## src/rtl/result_misr_collector_pkg.sv

```systemverilog
// result_misr_collector_pkg: shared constants, FSM state type and MISR next-state function.
package result_misr_collector_pkg;
  localparam int          DEF_WIDTH = 20;
  localparam logic [63:0] DEF_TAPS  = 64'h9_0000;
  localparam logic [63:0] DEF_SEED  = 64'h0;
  localparam int          DEF_CNT_W = 16;
  typedef enum logic {IDLE, SHIFT} state_t;
  function automatic logic [63:0] default_taps(input int w);
    return w == 8 ? 64'hB8 : w == 16 ? 64'hB400 : w == 32 ? 64'h8020_0003 : DEF_TAPS;
  endfunction
  function automatic logic [63:0] misr_next(input logic [63:0] m, input logic [63:0] d,
                                            input logic [63:0] taps, input int w);
    logic [63:0] r;
    r = {m[62:0], ^(m & taps)} ^ d;
    return w >= 64 ? r : r & ((64'h1 << w) - 64'h1);
  endfunction
endpackage

```

## src/rtl/result_misr_collector_misr_core.sv

```systemverilog
// result_misr_collector_misr_core: input register, MISR and sample counter with clear/en.
module result_misr_collector_misr_core
  import result_misr_collector_pkg::*;
#(
  parameter int               WIDTH = DEF_WIDTH,
  parameter logic [WIDTH-1:0] TAPS  = WIDTH'(DEF_TAPS),
  parameter logic [WIDTH-1:0] SEED  = WIDTH'(DEF_SEED),
  parameter int               CNT_W = DEF_CNT_W
) (
  input  logic             clk,
  input  logic             rst,
  input  logic [WIDTH-1:0] i_dst,
  input  logic             i_en,
  input  logic             i_clear,
  output logic [WIDTH-1:0] o_misr,
  output logic [CNT_W-1:0] o_count
);
  logic [WIDTH-1:0] r_dst_q;
  logic [WIDTH-1:0] r_misr;
  logic [WIDTH-1:0] w_misr_nx;
  logic [CNT_W-1:0] r_count;
  assign w_misr_nx = WIDTH'(misr_next(64'(r_misr), 64'(r_dst_q), 64'(TAPS), WIDTH));
  assign o_misr    = r_misr;
  assign o_count   = r_count;
  always_ff @(posedge clk) begin
    if (rst) begin
      r_dst_q <= '0;
      r_misr  <= SEED;
      r_count <= '0;
    end else begin
      r_dst_q <= i_dst;
      if (i_clear) begin
        r_misr  <= SEED;
        r_count <= '0;
      end else if (i_en) begin
        r_misr  <= w_misr_nx;
        r_count <= r_count + CNT_W'(1);
      end
    end
  end
endmodule

```

## src/rtl/result_misr_collector.sv

```systemverilog
// result_misr_collector: compresses result bits into a MISR and serializes signature snapshots.
module result_misr_collector
  import result_misr_collector_pkg::*;
#(
  parameter int               WIDTH = DEF_WIDTH,
  parameter logic [WIDTH-1:0] TAPS  = WIDTH'(DEF_TAPS),
  parameter logic [WIDTH-1:0] SEED  = WIDTH'(DEF_SEED),
  parameter int               CNT_W = DEF_CNT_W
) (
  input  logic             clk,
  input  logic             rst,
  input  logic [WIDTH-1:0] dst_in,
  input  logic             en,
  input  logic             clear,
  input  logic             dump,
  output logic             sig_bit,
  output logic             sig_valid,
  input  logic             sig_ready,
  output logic             sig_last,
  output logic             busy,
  output logic [CNT_W-1:0] sample_count
);
  localparam int IW = (WIDTH > 1) ? $clog2(WIDTH) : 1;
  state_t           r_state;
  state_t           w_next;
  logic [WIDTH-1:0] r_shadow;
  logic [IW-1:0]    r_idx;
  logic [WIDTH-1:0] w_misr;
  logic             w_acc;
  result_misr_collector_misr_core #(
    .WIDTH(WIDTH), .TAPS(TAPS), .SEED(SEED), .CNT_W(CNT_W)
  ) u_core (
    .clk(clk), .rst(rst), .i_dst(dst_in), .i_en(en), .i_clear(clear),
    .o_misr(w_misr), .o_count(sample_count)
  );
  assign w_acc = (r_state == SHIFT) && sig_ready;
  // shadow decouples the readout from clear and ongoing compression
  always_ff @(posedge clk) begin
    if (rst) begin
      r_state  <= IDLE;
      r_shadow <= '0;
      r_idx    <= '0;
    end else begin
      r_state <= w_next;
      if (r_state == IDLE && dump) begin
        r_shadow <= w_misr;
        r_idx    <= IW'(WIDTH - 1);
      end else if (w_acc && r_idx != '0) begin
        r_idx <= r_idx - IW'(1);
      end
    end
  end
  always_comb begin
    w_next = r_state;
    if (r_state == IDLE) w_next = dump ? SHIFT : IDLE;
    else w_next = (w_acc && r_idx == '0) ? IDLE : SHIFT;
  end
  always_comb begin
    sig_valid = r_state == SHIFT;
    busy      = r_state == SHIFT;
    sig_bit   = (r_state == SHIFT) && r_shadow[r_idx];
    sig_last  = (r_state == SHIFT) && r_idx == '0;
  end
endmodule

```

## config.mk

```make
export PLATFORM = sky130hd
export DESIGN_NAME = result_misr_collector
export DESIGN_NICKNAME = d
export VERILOG_FILES = /design/src/rtl/result_misr_collector_pkg.sv /design/src/rtl/result_misr_collector_misr_core.sv /design/src/rtl/result_misr_collector.sv
export SDC_FILE = /design/constraint.sdc
export NUM_CORES = 1
export LEC_CHECK = 0
export ABC_CLOCK_PERIOD_IN_PS = 3950
export CORE_MARGIN = 2
export CORE_UTILIZATION = 43
export DETAILED_ROUTE_END_ITERATION = 8
export MAX_ROUTING_LAYER = met4
export PLACE_DENSITY = 0.65
export SLEW_MARGIN = 20
export SYNTH_ARGS = -nofsm -noshare
export SYNTH_HDL_FRONTEND = slang
export SYNTH_SLANG_ARGS = --single-unit
```

## constraint.sdc

```tcl
create_clock -name clk -period 3.95 [get_ports clk]
set_input_delay 0.79 -clock clk [delete_from_list [all_inputs] [get_ports clk]]
set_output_delay 0.79 -clock clk [all_outputs]
set_load 0.05 [all_outputs]
```

==> metrics.yaml <==
hold_ws_ps: 457.9
reg2reg_depth: 5
synth_top_area_share_pct: 49.47
die_y_um: 91.85
cts_resized: 0
clk_path_buf_depth: 2
nets: 414
slew-limit-headroom_pct: 44.20
yosys_warnings: 0
htreeDepth: 3
crit_type: "flop to output port"
outcome: "finished clean"
synth_top_cell_by_area: "dfxtp_1"
period_minus_slack_ps: 3456
dp_hpwl_um: 4108
postCtsSetupBuffers: 0
ys_types: 42
fin_setup_tns_ps: 0
coreArea_um2: 7607
synthXorXnorAreaFrac_pct: 8.974
io_pins: 46
maxCapViolations: 0
drive_gt1_share_pct: 7.436
placed_cell_area_um2: 3805
synth_seq_cells: 82
hold_buffers: 0
wl_um: 6085
gp_congestion: 0.8261
syn_to_final_growth_pct: 21.27
ys.flop_type: "dfxtp_1"
fin_util_pct: 52.89
tightest_slew_ps: 837.1
vias: 2411
hold_viol: 0
r2r_slack_ps: 2300
rr_endpoint: "u_core.o_count[12]"
r2r-start: "u_core.o_count[0]"
synth.area.top_cells: "dfxtp_1 (49%), xnor2_1 (8.2%), nand2_1 (5.8%)"
critPathMaxFanout: 8
hold_path_class: "flop to flop"
setup_slack_ps: 493.7
path_clk_slew_ps: 70
syn_nets: 378
netlist_instances: 350
yosys.area_share.adder_pct: 0.7541
synth_area_um2: 3318
rsz0062_at_grt: "false"
stdcell_area_um2: 4024
dp_slack_ps: 846.7
drc: 0
arrival_ps: 2670
start_kind: "flop"
via_per_inst: 4.900
skew_ps: 6.701
firstDrtPassIters: 4
async_reset_ff_share_pct: 0
grt_max_degree: 48
muxShareOfSynthArea_pct: 4.412
drt_iter0_drc: 146
cp_data_required_time_ps: 3160
syn_avg_cell_area_um2: 9.481
fin_cells: 492
initial_core_util_pct: 43.62
grt_overflow: 0
synth_edf_count: 0
ir_worst_vdd_uv: 189.6
holdPathEnd: "r_shadow[8]"
antenna_found_initial: 0
grt_pass1_vias: 2265
min_period_over_period_pct: 87.50
whs_path_depth: 2
grt_pass1_wl_um: 10250
final_max_slew_viol_count: 0
grt_usage_pct: 15.53
rows: 32
cp-end-kind: "output port"
nFillCells: 726
drt.antenna.violating_nets: 0
numCtsBuffers: 9
setup_viol: 0
worstHoldStart: "r_shadow[8]"
p_total_mw: 1.699
cts.sinks: 82
wire_per_inst_um: 12.37
cts_tree: "built"
power.leakage_nw: 1.414
synth_top_family_by_area: "simple AND/OR/NAND/NOR gates"
die_width_um: 91.85
synth_compound_area_share_pct: 11.35
clock_latency_ps: 350
n_antenna_cell: 0
placedCellCount: 477
cts_root_buf: "clkbuf_8"
synthSimpleGateAreaFrac_pct: 21.04
power_density_nw_per_um2: 422.3
yosysSeqAreaShare_pct: 49.47
dieArea_um2: 8436
max_freq_ghz: 0.2893
io_buffers: 45
==> worst max-delay path, cell delays in order (launching register included) <==
cell and delay (ps):
dfxtp_1 570, mux4_2 560, o2111ai_1 190, a32oi_1 80
a41o_1 230, clkdlybuf4s50_1 700
==> per-layer routing <==
metal / part of all wire (%) / vias to the layer above / routed length (um) / GRT usage, %
met3: 4.1 / 9 / 250 / 3.451
li1: - / 1252 / - / -
met1: 50 / 1102 / 3015 / 20.15
met2: 45 / 48 / 2732 / 23.47
met4: 1.4 / 0 / 87 / 6.716
met5: 0 / - / 0 / -
==> synth_stat cells, types with 2 or more instances <==
library cell  number
a211oi_1          19
buf_6              2
a31oi_1            3
inv_1              5
buf_4              3
ha_1               2
nor4_4             2
or3_1              2
nor3_1             6
xor2_1             3
mux2i_1            2
mux4_1             3
clkbuf_1          11
a21oi_1           26
buf_1              6
nor2_1            39
o21ai_0            3
a31o_2             2
nand4_1            3
nor3b_1            2
nand3_2            2
nand2_1           51
a41o_1             3
xnor2_1           31
dfxtp_1           82
nor2b_1           21
==> where the power goes <==
group	leakage [nW]	switching [mW]	total, mW	internal, mW
Clock	0.110	0.274	0.662	0.388
Sequential	0.670	0.0265	0.882	0.855
Combinational	0.634	0.0784	0.155	0.0765
==> placed cells by master, fill, tap and decap left out, drive strengths merged, types with 4 or more instances in the layout <==
cell type	synthesis	final
a211oi	19	19
a21oi	26	26
clkbuf	11	13
clkdlybuf4s50	0	45
dfxtp	82	82
inv	5	5
mux4	5	5
nand2	51	51
nand4	4	4
nor2	39	39
nor2b	21	21
nor3	7	7
o21ai	4	4
xnor2	31	31
==> how the worst max path moves through the flow <==
stage               startpoint      end  slack [ps]  cells after the start
detailed placement    r_idx[2]  sig_bit         850                      5
finish                r_idx[2]  sig_bit         490                      5
floorplan                 busy  sig_bit        1430                      5
global placement      r_idx[2]  sig_bit         920                      5
CTS                   r_idx[2]  sig_bit         460                      5
global route          r_idx[2]  sig_bit         400                      5
==> state kept, by name, summed over array words and instances (netlist names) <==
signal,cells
busy,1
u_core.r_dst_q,20
u_core.o_misr,20
u_core.o_count,16
r_idx,5
r_shadow,20
==> final cells by class <==
class	instances	area (um2)	area share, %
well taps	102	127.6	3.172
inverters	5	18.77	0.4664
multi-input cells	240	1544	38.37
clock buffers	13	158.9	3.949
repair buffers	48	473.0	11.75
clock inverters	2	60.06	1.493
flip-flops and latches	82	1642	40.80
==> kinds of logic (layout without fill, tap and decap cells) <==
group | after synthesis | after routing
DFF | 82 | 82
and+or+nand+nor | 138 | 138
adders and majority gates | 2 | 2
xor gates and xnor gates | 34 | 34
AOI/OAI and AO/OA | 59 | 59
muxes | 7 | 7
buffers and inverters | 28 | 68
No activity file was read; power rests on OpenSTA's default activity.
